==> config.mk <==
export PLATFORM = sky130hd
export DESIGN_NAME = regfile_wb_arbiter
export DESIGN_NICKNAME = d
export VERILOG_FILES = /design/src/rtl/regfile_wb_arbiter.sv
export SDC_FILE = /design/constraint.sdc
export NUM_CORES = 1
export LEC_CHECK = 0
export ABC_CLOCK_PERIOD_IN_PS = 3210
export CAP_MARGIN = 25
export CELL_PAD_IN_SITES_DETAIL_PLACEMENT = 1
export CELL_PAD_IN_SITES_GLOBAL_PLACEMENT = 2
export CORE_UTILIZATION = 25
export CTS_BUF_LIST = sky130_fd_sc_hd__clkbuf_16
export DETAILED_ROUTE_END_ITERATION = 16
export PLACE_DENSITY_LB_ADDON = 0.1
export SYNTH_ARGS = -nofsm -noshare
export SYNTH_HDL_FRONTEND = slang
export SYNTH_SLANG_ARGS = --single-unit
export TNS_END_PERCENT = 50
==> constraint.sdc <==
create_clock -name clk -period 3.21 [get_ports clk]
set_input_delay 0.642 -clock clk [delete_from_list [all_inputs] [get_ports clk]]
set_output_delay 0.642 -clock clk [all_outputs]
set_load 0.01 [all_outputs]
==> src/rtl/regfile_wb_arbiter.sv <==
// Round-robin arbiter for the single register-file write port, plus a busy
// scoreboard of destination registers that have a write still in flight.
//
// Handshake: requester i transfers when req_valid[i] && req_ready[i] in one
// cycle. req_ready is a combinational function of req_valid. A requester
// holds valid/addr/data stable until its transfer and must never make valid
// depend on ready. At most one transfer happens per cycle.
module regfile_wb_arbiter #(
   parameter int NREQ = 3,
   parameter int AW   = 5,
   parameter int DW   = 16
) (
   input  logic               clk,
   input  logic               rst_n,
   input  logic [NREQ-1:0]    req_valid,
   output logic [NREQ-1:0]    req_ready,
   input  logic [NREQ*AW-1:0] req_addr,
   input  logic [NREQ*DW-1:0] req_data,
   input  logic               wb_stall,
   input  logic               rsv_valid,
   input  logic [AW-1:0]      rsv_addr,
   input  logic [AW-1:0]      q1_addr,
   input  logic [AW-1:0]      q2_addr,
   output logic               q1_busy,
   output logic               q2_busy,
   output logic               we3,
   output logic [AW-1:0]      a3,
   output logic [DW-1:0]      wd3
);

   localparam int GW   = $clog2(NREQ);
   localparam int NREG = 1 << AW;

   logic [GW-1:0]   last_grant_q, last_grant_d;
   logic [GW-1:0]   gnt_idx;
   logic [GW-1:0]   cand;
   logic            gnt_any;
   logic [AW-1:0]   sel_addr;
   logic [DW-1:0]   sel_data;
   logic            we3_q, we3_d;
   logic [AW-1:0]   a3_q, a3_d;
   logic [DW-1:0]   wd3_q, wd3_d;
   logic [NREG-1:0] busy_q, busy_d;

   // Round-robin pick: first valid requester after the last granted one.
   always_comb begin
      gnt_any   = 1'b0;
      gnt_idx   = last_grant_q;
      cand      = last_grant_q;
      req_ready = '0;
      if (!wb_stall) begin
         for (int k = 1; k <= NREQ; k++) begin
            cand = GW'((int'(last_grant_q) + k) % NREQ);
            if (!gnt_any && req_valid[cand]) begin
               gnt_any = 1'b1;
               gnt_idx = cand;
            end
         end
      end
      if (gnt_any) begin
         req_ready[gnt_idx] = 1'b1;
      end
   end

   // Address/data of the granted requester.
   always_comb begin
      sel_addr = req_addr[int'(gnt_idx)*AW +: AW];
      sel_data = req_data[int'(gnt_idx)*DW +: DW];
   end

   // Next-state: pointer, write port (r0 writes are swallowed), scoreboard.
   always_comb begin
      last_grant_d = gnt_any ? gnt_idx : last_grant_q;
      we3_d        = gnt_any && (sel_addr != '0);
      a3_d         = a3_q;
      wd3_d        = wd3_q;
      if (we3_d) begin
         a3_d  = sel_addr;
         wd3_d = sel_data;
      end
      busy_d = busy_q;
      // Clear first so a same-address reserve (newer producer) wins.
      if (we3_q) begin
         busy_d[a3_q] = 1'b0;
      end
      if (rsv_valid) begin
         busy_d[rsv_addr] = 1'b1;
      end
      busy_d[0] = 1'b0;
   end

   // State registers; reset discards any accepted-but-unwritten data.
   always_ff @(posedge clk or negedge rst_n) begin
      if (!rst_n) begin
         last_grant_q <= GW'(NREQ - 1);
         we3_q        <= 1'b0;
         a3_q         <= '0;
         wd3_q        <= '0;
         busy_q       <= '0;
      end else begin
         last_grant_q <= last_grant_d;
         we3_q        <= we3_d;
         a3_q         <= a3_d;
         wd3_q        <= wd3_d;
         busy_q       <= busy_d;
      end
   end

   // Hazard queries read registered state only (no bypass).
   always_comb begin
      q1_busy = busy_q[q1_addr];
      q2_busy = busy_q[q2_addr];
   end

   assign we3 = we3_q;
   assign a3  = a3_q;
   assign wd3 = wd3_q;

endmodule

## Word level (Yosys, flattened, before mapping)

Index checks and enable logic that the tools add are counted.

- Register bits: 55
- Input bits: 85
- Output and inout port bits: 27
- Logic and storage cells: 66

- Bitwise operators: 3
- Reduce and logical (&&, ||, !) cells: 9
- Shifts and indexed selects: 2
- Add/sub/neg operators: 3
- $lt $le $gt $ge: 11
- Div/mod/pow operators: 3
- Multiply operators: 1
- Multiplexer cells: 29

Operators by type and width:

| kind | number |
|---|---|
| $mod A32 B3 Y32 const B | 3 |
| $mux W32 | 2 |
| $shiftx A48 B7 Y16 | 1 |
| $and A32 B32 Y32 | 1 |
| $not A32 Y32 | 1 |
| $or A32 B32 Y32 | 1 |
| $lt A5 B6 Y1 const B | 4 |
| $shiftx A15 B6 Y5 | 1 |
| $mux W1 | 14 |
| $lt A2 B3 Y1 const B | 4 |
| $bmux W1 S5 | 2 |
| $demux W1 S5 | 2 |
| $ge A5 B1 Y1 const B | 2 |
| $mux W2 | 4 |
| $add A2 B2 Y3 const B | 2 |
| $bmux W1 S2 | 3 |
| $logic_and A1 B1 Y1 | 6 |
| $mul A2 B3 Y5 const B | 1 |
| $reduce_bool A5 Y1 | 1 |
| $add A2 B1 Y3 const B | 1 |
| $mux W3 | 1 |
| $demux W1 S2 | 1 |
| $ge A2 B1 Y1 const B | 1 |
| $logic_not A1 Y1 | 2 |

## Logic depth before layout (Yosys ltp)

Gate-level depths: netlist of run 1.

- Word-level depth: 19
- Mapped depth: 12
- Depth with buffers taken out: 10

## Worst setup path before layout of run 1

Ideal clock, no wire load.

- Path kind: register to register
- From: register last_grant_q[1]
- To: register wd3_q[0], in the netlist wd3[0]
- Arrival time: 2.951 ns
- Slack: 0.135 ns
- Stages on the path, launching flop included: 12
- Path buffers: 2
- Library setup time: 0.125 ns
- Clock period less this slack: 3.075 ns
- Required time: 3.085 ns
- Path through: dfstp_2 -> ha_1 -> buf_6 -> mux2i_1 -> o21ai_1 -> a211o_1 -> a41o_1 -> or3b_1 -> o221a_2 -> a21oi_2 -> buf_6 -> mux2_2

- Word-level cells in the longest chain between the ends: 18
- Elaborated cells between the ends (all ways): 31
- Classes of those cells: add/sub (3); mul (1); div (3); shift (2); mux (16); reduce/logical (6)

Ends and longest elaborated chain:

| element | RTL line | source |
|---|---|---|
| start, declared | 34 | `logic [GW-1:0] last_grant_q, last_grant_d;` |
| start signal, assigned | 95 | `last_grant_q <= GW'(NREQ - 1);` |
| start signal, assigned | 101 | `last_grant_q <= last_grant_d;` |
| $add A2 B1 Y3 | 53 | `cand = GW'((int'(last_grant_q) + k) % NREQ);` |
| $mod A32 B3 Y32 | 53 |  |
| $bmux W1 S2 | 54 | `if (!gnt_any && req_valid[cand]) begin` |
| $mux W1 (not written as such) | 54 |  |
| $mux W1 | 54 |  |
| $mux W1 | 51 | `if (!wb_stall) begin` |
| $logic_not A1 Y1 | 54 |  |
| $logic_and A1 B1 Y1 | 54 |  |
| [... 2 more ...] | n/a |  |
| $logic_not A1 Y1 | 54 |  |
| $logic_and A1 B1 Y1 | 54 |  |
| $mux W2 | 54 |  |
| $mux W2 | 51 |  |
| $mul A2 B3 Y5 | 67 | `sel_addr = req_addr[int'(gnt_idx)*AW +: AW];` |
| $shiftx A15 B6 Y5 | 67 |  |
| $reduce_bool A5 Y1 | 74 | `we3_d = gnt_any && (sel_addr != '0);` |
| $logic_and A1 B1 Y1 | 74 |  |
| end signal, assigned | 104 | `wd3_q <= wd3_d;` |
| end, declared | 42 | `logic [DW-1:0] wd3_q, wd3_d;` |

Several ways; a longest one is shown, not always the timed one. The select of a mux whose other input is x is not followed.
A chain may end at the register's enable or synchronous reset.

## Worst setup path in the final report of run 1

- From: register last_grant_q[1]
- To: register wd3_q[9], in the netlist wd3[9]

Same word-level chain as after synthesis.

==> reports/results.tsv, run 1 <==
metric	value	unit
CTS tree	done	
Post-synth top flop	dfrtp_1	
final hold viol count	0	
setup TNS	0	ns
Tmin final	3.202	ns
first-pass GRT wire length	19.98	mm
root buffer cell	clkbuf_16	
Die X	119.9	µm
CP bufs+invs	2	
overall power	5.304	mW
wire length per cell	18.74	µm
die area	0.01438	mm²
routed vias	3366	
Lkg Pwr	2.135	nW
number of distinct library cells after synthesis	44	
hpwl dp	9.694	mm
slew at the pin closest to its max-slew limit	0.6252	ns
layout net count	578	
hold buffers post-CTS	0	
PwrDens	967.3	mW/mm²
cell area after synthesis	0.003476	mm²
register area share after synthesis	39.63	%
number of nets with antenna violations after routing	0	
Num CTS Buffers	5	
H-tree Lvls	2	
All-Layer GR Usage	18.10	%
Final Slew Violations	0	
GPL Wtd Cong	0.7843	
die extent in y	119.9	µm
top cells by area, synth	dfrtp_1, o21ai_0, mux4_2, mux2i_1, mux2_2	
Yosys reg bits	55	
pin count of the biggest net entering global routing	32	
Area growth syn-to-layout	57.74	%
core area	0.01340	mm²
max incr delay on CP	0.59	ns
maximum clock path buffer count	2	
clock insertion delay at the later pin of the skew report	0.30	ns
commonest non-fill, non-tap cell in the layout	clkdlybuf4s50_1	
I/O pin count	112	
Setup violations, final	0	
Final WS setup	0.008137	ns
VDD IR-drop max	0.0003658	V
min-delay worst type	input port to asynchronous set/reset pin	
CP cell instances	inv_2 > ha_4 > mux2i_4 > o21a_1 > a211o_1 > a41o_1 > or3b_1 > o221a_4 > a21oi_4 > buf_6 > mux2_2	
Critical Path Slowest Stage Cell	dfstp_2	
most used cells in the layout excluding fill and tap cells	clkdlybuf4s50_1, o21ai_0, dfrtp_1	
drt total wl	12.48	mm
DP Worst Slack	-0.5035	ns
CTS sink count	55	
Fmax	0.3123	GHz
number of global-route vias before repair	3730	
antenna violations before repair	0	
routed vias/inst	5.054	
Initial Utilization	25.94	%
RSZ-0062 raised after global routing	true	
syn nets	428	
Slew HR	58.32	%
status	finished, final reports clean	
Worst setup SP type	flip-flop	
Mapped Cells	339	
largest area contributor in the synthesized netlist	dfrtp_1	
FP Rows	42	
Worst Path Max Fanout	6	
IO Port Bufs	111	
delay-heaviest family, CP	compound AO/OA/AOI/OAI gates	
Iter 0 DRT Violations	98	
ratio of cells with drive above 1 in the final layout	25.31	%
Synth warnings	0	
non-filler cells, final	666	
Antenna diodes	0	
grt ovf	0	
Pre-antenna DRT Iters	4	
CP Class	flip-flop to flip-flop	
max_cap viols	0	
Post-Syn Area per Cell	10.25	µm²
critical path endpoint category	flip-flop	
DP Cell Count	651	
Post-synth EDFFs	0	
share of synthesized registers carrying an async set or reset	100.0	%
crit share post-route	99.75	%
Remaining DRCs	0	
top-area cell type share of the netlist area	38.88	%
WP data arrival	3.40	ns
clk_skew	0.01084	ns
Worst Path Required	3.40	ns
CTS clk-pin slew, worst paths	0.07	ns
-- path summary, 6_finish.rpt --
path	endpoint	cells past startpoint	from	slack [ns]
setup / recovery	wd3[9]	11	last_grant_q[1]	0.008
hold / removal	wd3[6]	1	rst_n	0.35
setup reg to reg	wd3[9]	11	last_grant_q[1]	0.008
hold reg to reg	wd3[13]	1	wd3[13]	0.50
max in group asynchronous	busy_q[4]	2	rst_n	2.26
min in group clk	wd3[13]	1	wd3[13]	0.50
-- cell type report --
class | count | area [µm²]
clock buffer | 5 | 125.1
clock inverter | 3 | 16.27
fill | 1525 | 7918
inverter | 7 | 26.28
multi-input combinational | 262 | 2197
sequential | 55 | 1378
tap | 176 | 220.2
timing repair buffer | 158 | 1520
-- worst reg2reg max path, delay by kind of cell, from the launching register on --
kind / cells / cell delay (ns)
fa+ha+maj: 1 / 0.19
simple gates: 1 / 0.38
compound gates: 5 / 1.19
mux: 2 / 0.53
flops: 1 / 0.59
buf+inv: 2 / 0.23
-- synthesized netlist by cell type (6+ instances only) --
cell / count
nand3b_1: 9
mux2i_1: 24
dfrtp_1: 54
clkbuf_1: 9
mux4_2: 18
a21oi_1: 6
inv_1: 7
nor2_1: 10
mux2_2: 19
nand3_1: 12
o21ai_0: 84
nand2_1: 29
-- flip-flops by register name, summed over array words and instances, names as in the netlist --
| register | flops |
|---|---|
| a3 | 5 |
| busy_q | 31 |
| last_grant_q | 2 |
| wd3 | 16 |
| we3 | 1 |
-- routing by layer --
layer  up-vias  global-route usage, %  routed length (µm)
li1       1582                      -                   -
met1      1694                  22.75                5510
met2        79                  30.75                6140
met3        11                  4.515                 642
met4         0                  4.688                 191
met5         -                      0                   0
-- report_power, final --
part           leakage, nW  internal [mW]  total, mW  switching, mW
combinational         1.45           1.88       3.45           1.57
clock               0.0726          0.286      0.541          0.255
sequential           0.611           1.02       1.32          0.293
-- logic make-up (layout without fill, tap and decap cells) --
group                      count (synthesis)  count (layout)  share of synthesized area (%)
and+or+nand+nor                           77              77                          11.05
AOI/OAI and AO/OA                        118             118                          19.29
buffers and inverters                     22             173                          3.132
DFF                                       55              55                          39.63
muxes                                     63              63                          25.45
adders and majority gates                  4               4                          1.440
-- per-stage QoR --
stage,instance area (µm²),hold slack [ns],utilization [%]
2_1_floorplan,3476,0.3464,-
3_3_place_gp,5069,0.4732,37.82
3_5_place_dp,5069,0.4872,37.82
4_1_cts,5331,0.3653,39.79
5_1_grt,5483,0.3870,40.92
6_report,5483,0.3493,40.92
-- what timing repair did --
action                     4_1_cts  5_1_grt
resized for setup               40       34
gates cloned                     2        0
pin swaps                        2        9
setup buffers                    1        4
setup endpoints to repair       26       24
hold endpoints to repair         0        0
Note: power is estimated with default switching activity, not from simulation.
==> run 2: changes to the inputs <==
Settings changed: CORE_MARGIN from default to 2, HOLD_SLACK_MARGIN from default to 0.15.
==> run 2 against run 1 <==
Against the previous run: the flow now finishes with violations (setup timing); maximum frequency down 1.5%; largest power group unchanged; final cell count up 1.1%; highest routed layer unchanged; largest cell class unchanged; core utilization down 0.54 points; clock skew down 0.0028 ns; sequential cell count unchanged; critical endpoint is now wd3[8]; die area up 3.4%; critical path depth up 1; first-iteration DRC count down 16%.
==> reports/results.tsv, run 2 (synthesized netlist as in run 1, its figures left out) <==
metric	value	unit	change
CTS clk-pin slew, worst paths	0.08	ns	was 0.07 ns
min-delay worst type	input port to asynchronous set/reset pin		unchanged
Critical Path Slowest Stage Cell	dfstp_2		unchanged
R2R depth	12		was 11
DP Worst Slack	-0.4644	ns	was -0.5035 ns
clock insertion delay at the later pin of the skew report	0.31	ns	was 0.30 ns
Reg2Reg Launch Point	last_grant_q[1]		unchanged
Final Util	40.37	%	was 40.92%
layout net count	581		was 578
VDD IR-drop max	0.0005218	V	was 0.0003658 V
grt ovf	0		unchanged
failing checks	setup timing		
WP data arrival	3.44	ns	was 3.40 ns
GPL Wtd Cong	0.7670		was 0.7843
CTS tree	done		unchanged
final hold viol count	0		unchanged
CP Class	flip-flop to flip-flop		unchanged
Area growth syn-to-layout	59.36	%	was 57.74%
CP cell instances	inv_2 > ha_4 > mux2i_4 > mux2i_4 > a211o_1 > a31oi_2 > buf_4 > o41a_1 > o221a_4 > a21oi_4 > buf_6 > mux2_4		was inv_2 > ha_4 > mux2i_4 > o21a_1 > a211o_1 > a41o_1 > or3b_1 > o221a_4 > a21oi_4 > buf_6 > mux2_2
Antenna diodes	0		unchanged
DP Cell Count	651		unchanged
r2r setup slk	-0.04	ns	was 0.008 ns
Final Slew Violations	0		unchanged
PwrDens	976.7	mW/mm²	was 967.3 mW/mm²
H-tree Lvls	2		unchanged
Worst setup SP type	flip-flop		unchanged
hold buffers post-CTS	0		unchanged
antenna violations before repair	0		unchanged
core area	0.01372	mm²	was 0.01340 mm²
pin count of the biggest net entering global routing	42		was 32
FP Rows	43		was 42
non-filler cells, final	673		was 666
Worst Path Max Fanout	6		unchanged
Finished Cell Area	0.005539	mm²	was 0.005483 mm²
Fmax	0.3077	GHz	was 0.3123 GHz
Fin Hold WS	0.2498	ns	was 0.3493 ns
slew at the pin closest to its max-slew limit	0.5497	ns	was 0.6252 ns
die extent in y	121.9	µm	was 119.9 µm
maximum clock path buffer count	2		unchanged
All-Layer GR Usage	17.06	%	was 18.10%
routed vias	3353		was 3,366
routed vias/inst	4.982		was 5.054
max_cap viols	0		unchanged
ratio of cells with drive above 1 in the final layout	27.18	%	was 25.31%
Worst Path Required	3.40	ns	about the same
Remaining DRCs	0		unchanged
hpwl dp	9.493	mm	was 9.694 mm
critical path endpoint category	flip-flop		unchanged
Iter 0 DRT Violations	82		was 98
RSZ-0062 raised after global routing	true		unchanged
wire length per cell	18.24	µm	was 18.74 µm
Final WS setup	-0.04018	ns	was 0.008137 ns
number of nets with antenna violations after routing	0		unchanged
IO Port Bufs	111		unchanged
Post-DP Area	0.005039	mm²	was 0.005069 mm²
Num CTS Buffers	5		unchanged
die area	0.01486	mm²	was 0.01438 mm²
Tmin final	3.250	ns	was 3.202 ns
first-pass GRT wire length	19.47	mm	was 19.98 mm
Slew HR	63.36	%	was 58.32%
root buffer cell	clkbuf_16		unchanged
Pre-antenna DRT Iters	4		unchanged
Top reg by flops	busy_q		unchanged
status	complete, but fails checks		was finished, final reports clean
Setup violations, final	15		was 0
commonest non-fill, non-tap cell in the layout	clkdlybuf4s50_1		unchanged
Lkg Pwr	2.174	nW	was 2.135 nW
drt total wl	12.28	mm	was 12.48 mm
I/O pin count	112		unchanged
reg2reg end	wd3[8]		was wd3[9]
most used cells in the layout excluding fill and tap cells	clkdlybuf4s50_1, o21ai_0, dfrtp_1		unchanged
Initial Utilization	25.34	%	was 25.94%
clk_skew	0.008038	ns	was 0.01084 ns
Die X	121.9	µm	was 119.9 µm
number of global-route vias before repair	3682		was 3,730
CTS sink count	55		unchanged
Largest register FFs	31		unchanged
overall power	5.410	mW	was 5.304 mW
crit share post-route	101.3	%	was 99.75%
cell mode on critical path	mux2i_4		
max incr delay on CP	0.59	ns	about the same
setup TNS	-0.4476	ns	was 0 ns
## run 2: cell count changes in the layout (fill, tap and decap cells not counted), moves of 2 or more
cell      before  now
mux2i_2        1    3
mux2_4        10   13
a21boi_1       0    2
mux2_2         9    6
buf_6          6    4
clkbuf_2       1    3
buf_4         37   40
## run 2: final cells by class
class | count | area, µm²
inverter | 7 | 26.28
sequential | 55 | 1379
clock buffer | 5 | 125.1
multi-input combinational | 262 | 2207
timing repair buffer | 161 | 1556
fill | 1564 | 8180
clock inverter | 3 | 20.02
tap | 180 | 225.2
## run 2: how the worst max path moves through the flow
stage / to / cells after the start / slack [ns] / start
after detailed placement: q1_busy / 6 / -0.46 / q1_addr[0]
final: wd3[8] / 12 / -0.04 / last_grant_q[1]
after global routing: wd3[8] / 13 / -0.13 / last_grant_q[1]
after CTS: wd3[9] / 13 / -0.03 / last_grant_q[1]
after floorplan: wd3[0] / 11 / 0.13 / last_grant_q[1]
after global placement: q1_busy / 6 / -0.45 / q1_addr[0]
## run 2: where the power goes
part / switching (mW) / internal [mW]
logic: 1.58 / 1.98
clock network: 0.273 / 0.289
registers: 0.261 / 1.02
total: 2.12 / 3.29
## run 2: routing by layer
metal | GRT usage, % | part of all wire [%] | vias to the layer above | wire [µm]
met1 | 20.60 | 42 | 1659 | 5141
met4 | 5.244 | 2.2 | 0 | 267
met5 | 0 | 0 | - | 0
met2 | 29.26 | 50 | 92 | 6097
li1 | - | - | 1587 | -
met3 | 5.056 | 6.2 | 15 | 767
## run 2: what timing repair did
action                                  in CTS  in global routing
gates resized for setup                     30                 48
pin swaps                                    3                 10
endpoints found under the setup margin      21                 23
gates cloned                                 1                  2
buffers inserted                             1                 10
## run 2: critical path: cells and delay by family, from the launching register on
kind	cells	cell delay, ns
adders and majority gates	1	0.19
muxes	3	0.73
AOI/OAI and AO/OA	5	1.19
buffers and inverters	3	0.43
DFF	1	0.59
